--- config.mk ---
export PLATFORM = sky130hd
export DESIGN_NAME = alu_share_arbiter
export DESIGN_NICKNAME = d
export VERILOG_FILES = /design/src/rtl/alu_share_arbiter.sv
export SDC_FILE = /design/constraint.sdc
export NUM_CORES = 1
export LEC_CHECK = 0
export CAP_MARGIN = 40
export CORE_UTILIZATION = 43
export DETAILED_ROUTE_END_ITERATION = 12
export PLACE_DENSITY = 0.85
export SLEW_MARGIN = 40
export SYNTH_ARGS = -nofsm -noshare
export SYNTH_HDL_FRONTEND = slang
export SYNTH_SLANG_ARGS = --single-unit
--- constraint.sdc ---
create_clock -name clk -period 8.42 [get_ports clk]
set_input_delay 2.105 -clock clk [delete_from_list [all_inputs] [get_ports clk]]
set_output_delay 2.105 -clock clk [all_outputs]
set_load 0.02 [all_outputs]
--- src/rtl/alu_share_arbiter.sv ---
// alu_share_arbiter: round-robin sharing of one combinational ALU between two
// requesters. Operands are registered into the ALU, held for SETTLE cycles,
// then the result/zero flag is captured for the owner with a one-cycle done pulse.
module alu_share_arbiter #(
  parameter int unsigned WIDTH  = 32,
  parameter int unsigned SETTLE = 1
) (
  input  logic             clk,
  input  logic             rst,
  // requester 0
  input  logic             r0_req,
  input  logic [2:0]       r0_ctl,
  input  logic [WIDTH-1:0] r0_a,
  input  logic [WIDTH-1:0] r0_b,
  output logic             r0_ack,
  output logic             r0_done,
  output logic [WIDTH-1:0] r0_result,
  output logic             r0_zero,
  // requester 1
  input  logic             r1_req,
  input  logic [2:0]       r1_ctl,
  input  logic [WIDTH-1:0] r1_a,
  input  logic [WIDTH-1:0] r1_b,
  output logic             r1_ack,
  output logic             r1_done,
  output logic [WIDTH-1:0] r1_result,
  output logic             r1_zero,
  // shared alu
  output logic [2:0]       alu_ctl,
  output logic [WIDTH-1:0] alu_a,
  output logic [WIDTH-1:0] alu_b,
  input  logic [WIDTH-1:0] alu_out,
  input  logic             alu_zero,
  output logic             busy
);

  localparam int unsigned CNT_W = 4;
  localparam int unsigned CTL_W = 3;

  typedef enum logic {
    IDLE = 1'b0,
    EXEC = 1'b1
  } state_e;

  state_e             state_q, state_d;
  logic               owner_q, owner_d;
  logic               last_grant_q, last_grant_d;
  logic [CNT_W-1:0]   cnt_q, cnt_d;
  logic [CTL_W-1:0]   alu_ctl_q, alu_ctl_d;
  logic [WIDTH-1:0]   alu_a_q, alu_a_d;
  logic [WIDTH-1:0]   alu_b_q, alu_b_d;
  logic               r0_ack_q, r0_ack_d;
  logic               r1_ack_q, r1_ack_d;
  logic               r0_done_q, r0_done_d;
  logic               r1_done_q, r1_done_d;
  logic [WIDTH-1:0]   r0_result_q, r0_result_d;
  logic [WIDTH-1:0]   r1_result_q, r1_result_d;
  logic               r0_zero_q, r0_zero_d;
  logic               r1_zero_q, r1_zero_d;
  logic               busy_q, busy_d;

  logic               grant_v;
  logic               grant_id;

  // Arbitration: a lone requester wins; on a tie the one not granted last wins.
  always_comb begin
    grant_v  = r0_req | r1_req;
    grant_id = (r0_req && r1_req) ? ~last_grant_q : r1_req;
  end

  // Next-state and registered-output logic.
  always_comb begin
    state_d      = state_q;
    owner_d      = owner_q;
    last_grant_d = last_grant_q;
    cnt_d        = cnt_q;
    alu_ctl_d    = alu_ctl_q;
    alu_a_d      = alu_a_q;
    alu_b_d      = alu_b_q;
    r0_ack_d     = 1'b0;
    r1_ack_d     = 1'b0;
    r0_done_d    = 1'b0;
    r1_done_d    = 1'b0;
    r0_result_d  = r0_result_q;
    r1_result_d  = r1_result_q;
    r0_zero_d    = r0_zero_q;
    r1_zero_d    = r1_zero_q;

    case (state_q)
      IDLE: begin
        if (grant_v) begin
          alu_ctl_d    = grant_id ? r1_ctl : r0_ctl;
          alu_a_d      = grant_id ? r1_a   : r0_a;
          alu_b_d      = grant_id ? r1_b   : r0_b;
          owner_d      = grant_id;
          last_grant_d = grant_id;
          r0_ack_d     = ~grant_id;
          r1_ack_d     = grant_id;
          cnt_d        = CNT_W'(SETTLE - 1);
          state_d      = EXEC;
        end
      end
      EXEC: begin
        if (cnt_q != '0) begin
          cnt_d = cnt_q - CNT_W'(1);
        end else begin
          if (owner_q) begin
            r1_result_d = alu_out;
            r1_zero_d   = alu_zero;
            r1_done_d   = 1'b1;
          end else begin
            r0_result_d = alu_out;
            r0_zero_d   = alu_zero;
            r0_done_d   = 1'b1;
          end
          state_d = IDLE;
        end
      end
      default: state_d = IDLE;
    endcase

    busy_d = (state_d != IDLE);
  end

  // State and output registers; reset aborts any op in flight.
  always_ff @(posedge clk or posedge rst) begin
    if (rst) begin
      state_q      <= IDLE;
      owner_q      <= 1'b0;
      last_grant_q <= 1'b1;
      cnt_q        <= '0;
      alu_ctl_q    <= '0;
      alu_a_q      <= '0;
      alu_b_q      <= '0;
      r0_ack_q     <= 1'b0;
      r1_ack_q     <= 1'b0;
      r0_done_q    <= 1'b0;
      r1_done_q    <= 1'b0;
      r0_result_q  <= '0;
      r1_result_q  <= '0;
      r0_zero_q    <= 1'b0;
      r1_zero_q    <= 1'b0;
      busy_q       <= 1'b0;
    end else begin
      state_q      <= state_d;
      owner_q      <= owner_d;
      last_grant_q <= last_grant_d;
      cnt_q        <= cnt_d;
      alu_ctl_q    <= alu_ctl_d;
      alu_a_q      <= alu_a_d;
      alu_b_q      <= alu_b_d;
      r0_ack_q     <= r0_ack_d;
      r1_ack_q     <= r1_ack_d;
      r0_done_q    <= r0_done_d;
      r1_done_q    <= r1_done_d;
      r0_result_q  <= r0_result_d;
      r1_result_q  <= r1_result_d;
      r0_zero_q    <= r0_zero_d;
      r1_zero_q    <= r1_zero_d;
      busy_q       <= busy_d;
    end
  end

  assign r0_ack    = r0_ack_q;
  assign r1_ack    = r1_ack_q;
  assign r0_done   = r0_done_q;
  assign r1_done   = r1_done_q;
  assign r0_result = r0_result_q;
  assign r1_result = r1_result_q;
  assign r0_zero   = r0_zero_q;
  assign r1_zero   = r1_zero_q;
  assign alu_ctl   = alu_ctl_q;
  assign alu_a     = alu_a_q;
  assign alu_b     = alu_b_q;
  assign busy      = busy_q;

endmodule

Word-level counts from Yosys, hierarchy flattened
Index checks and enable logic that the tools add are counted.
- register bits after elaboration: 144
- memory bits (writable): 0
- bits in latches: 0
- memories: 0
- word-level logic and storage cells: 50
- bits in read-only memories: 0
- bits of input ports: 171
- shift operators: 0
- add/subtract/negate cells: 1
- equal/unequal tests: 2
- muxes and demuxes: 20
- $lt $le $gt $ge: 0
- multipliers: 0
- reductions and logical operators: 6
- bitwise logic cells: 6
- divide/modulo/power cells: 0
- operator list (kind ; count):
    $mux 32 ; 2
    $mux 1 ; 13
    $mux 4 ; 2
    $pmux 4 s2 ; 1
    $reduce_and 3->1 ; 2
    $not 1->1 ; 5
    $reduce_and 2->1 ; 2
    $reduce_bool 4->1 ; 1
    $sub 4x1->4 const B ; 1
    $mux 3 ; 1
    $ne 2x1->1 const B ; 1
    $ne 2x2->1 const B ; 1
    $pmux 1 s2 ; 1
    $logic_and 1x1->1 ; 1
    $or 1x1->1 ; 1

Logic depth before layout (Yosys ltp)
- depth after elaboration: 5
- mapped depth: 7
- mapped depth without buffers: 5

Worst setup path after synthesis
No wires, ideal clock.
- path kind: input -> register
- start point: input port r1_req
- end point: register alu_b_q[10], in the netlist alu_b[10]
- arrival time: 2.962 ns
- required time: 8.294 ns
- path buffers: 2
- stages on the path: 5
- path slack: 5.332 ns
- cell sequence: nor2b_1 > nor3b_2 > buf_2 > buf_4 > a221o_1
- word-level cells in the longest chain between the ends: 3
- RTL lines (what ; line ; RTL):
    start: declaration ; 20 ; input logic r1_req,
    $logic_and 1x1->1 ; 68 ; grant_id = (r0_req && r1_req) ? ~last_grant_q : r1_req;
    $mux 1 ; 68 ;
    $mux 32 ; 94 ; alu_b_d = grant_id ? r1_b : r0_b;
    end signal: assignment ; 151 ; alu_b_q <= alu_b_d;
    end: declaration ; 51 ; logic [WIDTH-1:0] alu_b_q, alu_b_d;
Parallel ways exist; a longest one is shown, timed or not.
A chain may end at the register's enable or synchronous reset.

Worst setup path after layout
- start point: register busy_q, in the netlist busy
- end point: output port busy
- RTL lines (what ; line ; RTL):
    start: declaration ; 60 ; logic busy_q, busy_d;
    start signal: assignment ; 160 ; busy_q <= busy_d;
    end: declaration ; 34 ; output logic busy
No word-level cell between the ends.

==> results.json <==
{
  "yosysWarnings": 0,
  "rows": 42,
  "cts-hold-fix-buffers": 0,
  "cts_buffers": 17,
  "worstPathRequired_ns": 6.32,
  "cts_tree": "yes",
  "overflow": 0,
  "wl_um": 18200,
  "maxSlewHeadroom_pct": 55.2,
  "htree_num_levels": 4,
  "netlist_instances": 421,
  "path_cells": "clkdlybuf4s50_1",
  "netlist_top_cells_count": "dfrtp_1, mux2_2, a221o_1, and2_1, and2_0",
  "setup_viol": 0,
  "max-cap-violations": 0,
  "ys.flop_type": "dfrtp_1",
  "io_pins": 309,
  "dieHeight_um": 119,
  "vias_per_cell": 5.29,
  "via_count": 4848,
  "start_util_pct": 44.2,
  "path_delay_family": "buffers and inverters",
  "drt_iter0_drc": 226,
  "dieArea_sq_mm": 0.0141,
  "cp.buffers_inverters": 1,
  "clk_pin_slew_worst_paths_ns": 0.06,
  "grt_pass1_wl_um": 28200,
  "grt_pass1_vias": 5197,
  "outcome": "finished, final reports clean",
  "whs_path_depth": 1,
  "routedWlPerCell_um": 19.9,
  "ir_drop_uv": 116,
  "critPathLaunchType": "flop",
  "core-area_sq_mm": 0.0133,
  "postCtsSetupRepairBufs": 0,
  "synth_area_leaders": "dfrtp_1, mux2_2, a221o_1",
  "fin_crit_ns": 3.86,
  "rrSetupSlack_ns": 6.39,
  "critPathLaunch": "busy",
  "portBuffers": 308,
  "finalPower_mw": 2.79,
  "synth_edf_count": 0,
  "clk_path_buf_depth": 2,
  "synth-seq-cells": 144,
  "areaGrowthSynthToFinish_pct": 64.1,
  "syn_nets": 593,
  "r2r-start": "cnt_q[0]",
  "setup_tns_ns": 0,
  "end_kind": "primary output",
  "worst-path-max-fanout": 9,
  "fin_skew_ns": 0.0146,
  "yosys.cell_types.count": 33,
  "final_hold_viol_count": 0,
  "nFillCells": 901,
  "cts_sinks": 144,
  "first_pass_iters": 4,
  "power_leakage_nw": 3.99,
  "finalCritPeriodShare_pct": 45.9,
  "worstSetupPathType": "flop to primary output",
  "grt_antenna_before_repair": 3,
  "fin_nets": 896,
  "timing.rr.end": "r0_result[11]",
  "synthArstFlopShare_pct": 100,
  "syn_area_per_cell_sq_um": 14.0,
  "drv_slew": 0,
  "synth_top_area_share_pct": 60.9,
  "slowest_delay_ns": 0.70,
  "track_usage_pct": 26.5,
  "yosysTopAreaCell": "dfrtp_1",
  "hold_class": "flop to flop",
  "drive_gt1_share_pct": 15.3,
  "reg2reg_depth": 6,
  "tightest_slew_ns": 0.672,
  "synth.most_common_cell": "dfrtp_1",
  "cts-root-buf": "clkbuf_16",
  "route.detailed.drc": 0,
  "ys_seq_area_share_pct": 61.4,
  "antenna_left": 0,
  "ctsResizeCount": 0,
  "utilization_pct": 72.5,
  "hp-start": "r1_result[19]",
  "dieWidth_um": 119,
  "insertion_delay_ns": 0.41,
  "min_to": "r1_result[19]",
  "gp_congestion": 0.898,
  "powerDensity_mw_per_mm2": 290,
  "cp_slowest_cell": "clkdlybuf4s50_1",
  "dp_hpwl_um": 13300,
  "arrival_ns": 1.76,
  "rsz0062_at_grt": "no",
  "grt_max_degree": 77,
  "fmax_ghz": 0.259,
  "synth_area_sq_mm": 0.00587
}
==> report_power, final <==
part	switching, mW	internal, mW
clock	0.288	0.424
combinational	0.497	0.574
sequential	0.118	0.891
total	0.903	1.89
==> per-stage QoR <==
| step | std cells | setup WS (ns) | cell area [sq um] | hold WS [ns] |
|---|---|---|---|---|
| after floorplan | 421 | 2.45 | 5870 | 0.459 |
| after global placement | 881 | 4.40 | 9050 | 0.478 |
| after detailed placement | 881 | 4.37 | 9060 | 0.494 |
| after CTS | 913 | 4.51 | 9630 | 0.506 |
| after global routing | 916 | 4.48 | 9640 | 0.526 |
| final | 916 | 4.56 | 9640 | 0.500 |
==> cells by family after synthesis <==
| group | Yosys count | synth area share [%] |
|---|---|---|
| muxes | 68 | 13.0 |
| adders and majority gates | 1 | 0.213 |
| buffers and inverters | 33 | 3.45 |
| DFF | 144 | 61.4 |
| AOI/OAI and AO/OA | 85 | 12.7 |
| and+or+nand+nor | 90 | 9.31 |
==> layout by cell type (no fill, tap or decap), drive strengths merged, types with 3 or more instances in the layout <==
| cell | instances |
|---|---|
| clkbuf | 21 |
| a21oi | 18 |
| a221o | 58 |
| clkinv | 5 |
| dfrtp | 143 |
| buf | 5 |
| nand2 | 13 |
| diode | 3 |
| clkinvlp | 3 |
| and2 | 58 |
| nor2 | 11 |
| clkdlybuf4s50 | 308 |
| inv | 6 |
| mux2 | 66 |
==> sequential cells by signal, summed over array words and instances, names as in the netlist, 3 cells and up <==
| name | cells |
|---|---|
| r1_result | 32 |
| alu_b | 32 |
| cnt_q | 4 |
| alu_a | 32 |
| alu_ctl | 3 |
| r0_result | 32 |
==> metal layers <==
metal	routed length, um	part of all wire, %	GRT usage (%)
met2	9060	50	44.9
met4	644	3.5	11.8
met5	0	0	0
met1	6950	38	30.3
met3	1570	8.6	8.91
==> worst max-delay path by stage <==
| stage | slack [ns] | end | cells past startpoint |
|---|---|---|---|
| 2_1_floorplan | 2.45 | alu_a[0] | 1 |
| 3_3_place_gp | 4.40 | r0_result[21] | 3 |
| 3_5_place_dp | 4.37 | alu_a[21] | 5 |
| 4_1_cts | 4.51 | busy | 1 |
| 5_1_grt | 4.48 | busy | 1 |
| 6_report | 4.56 | busy | 1 |
==> final cells by class <==
class | instances | area, sq um | area share, %
sequential | 144 | 3600 | 37.4
timing repair buffer | 313 | 3120 | 32.4
multi-input combinational | 244 | 2090 | 21.7
clock buffer | 21 | 460 | 4.78
tap | 176 | 220 | 2.29
clock inverter | 11 | 106 | 1.10
inverter | 4 | 20.0 | 0.208
antenna | 3 | 7.51 | 0.0779
Note: power is estimated with default switching activity, not from simulation.
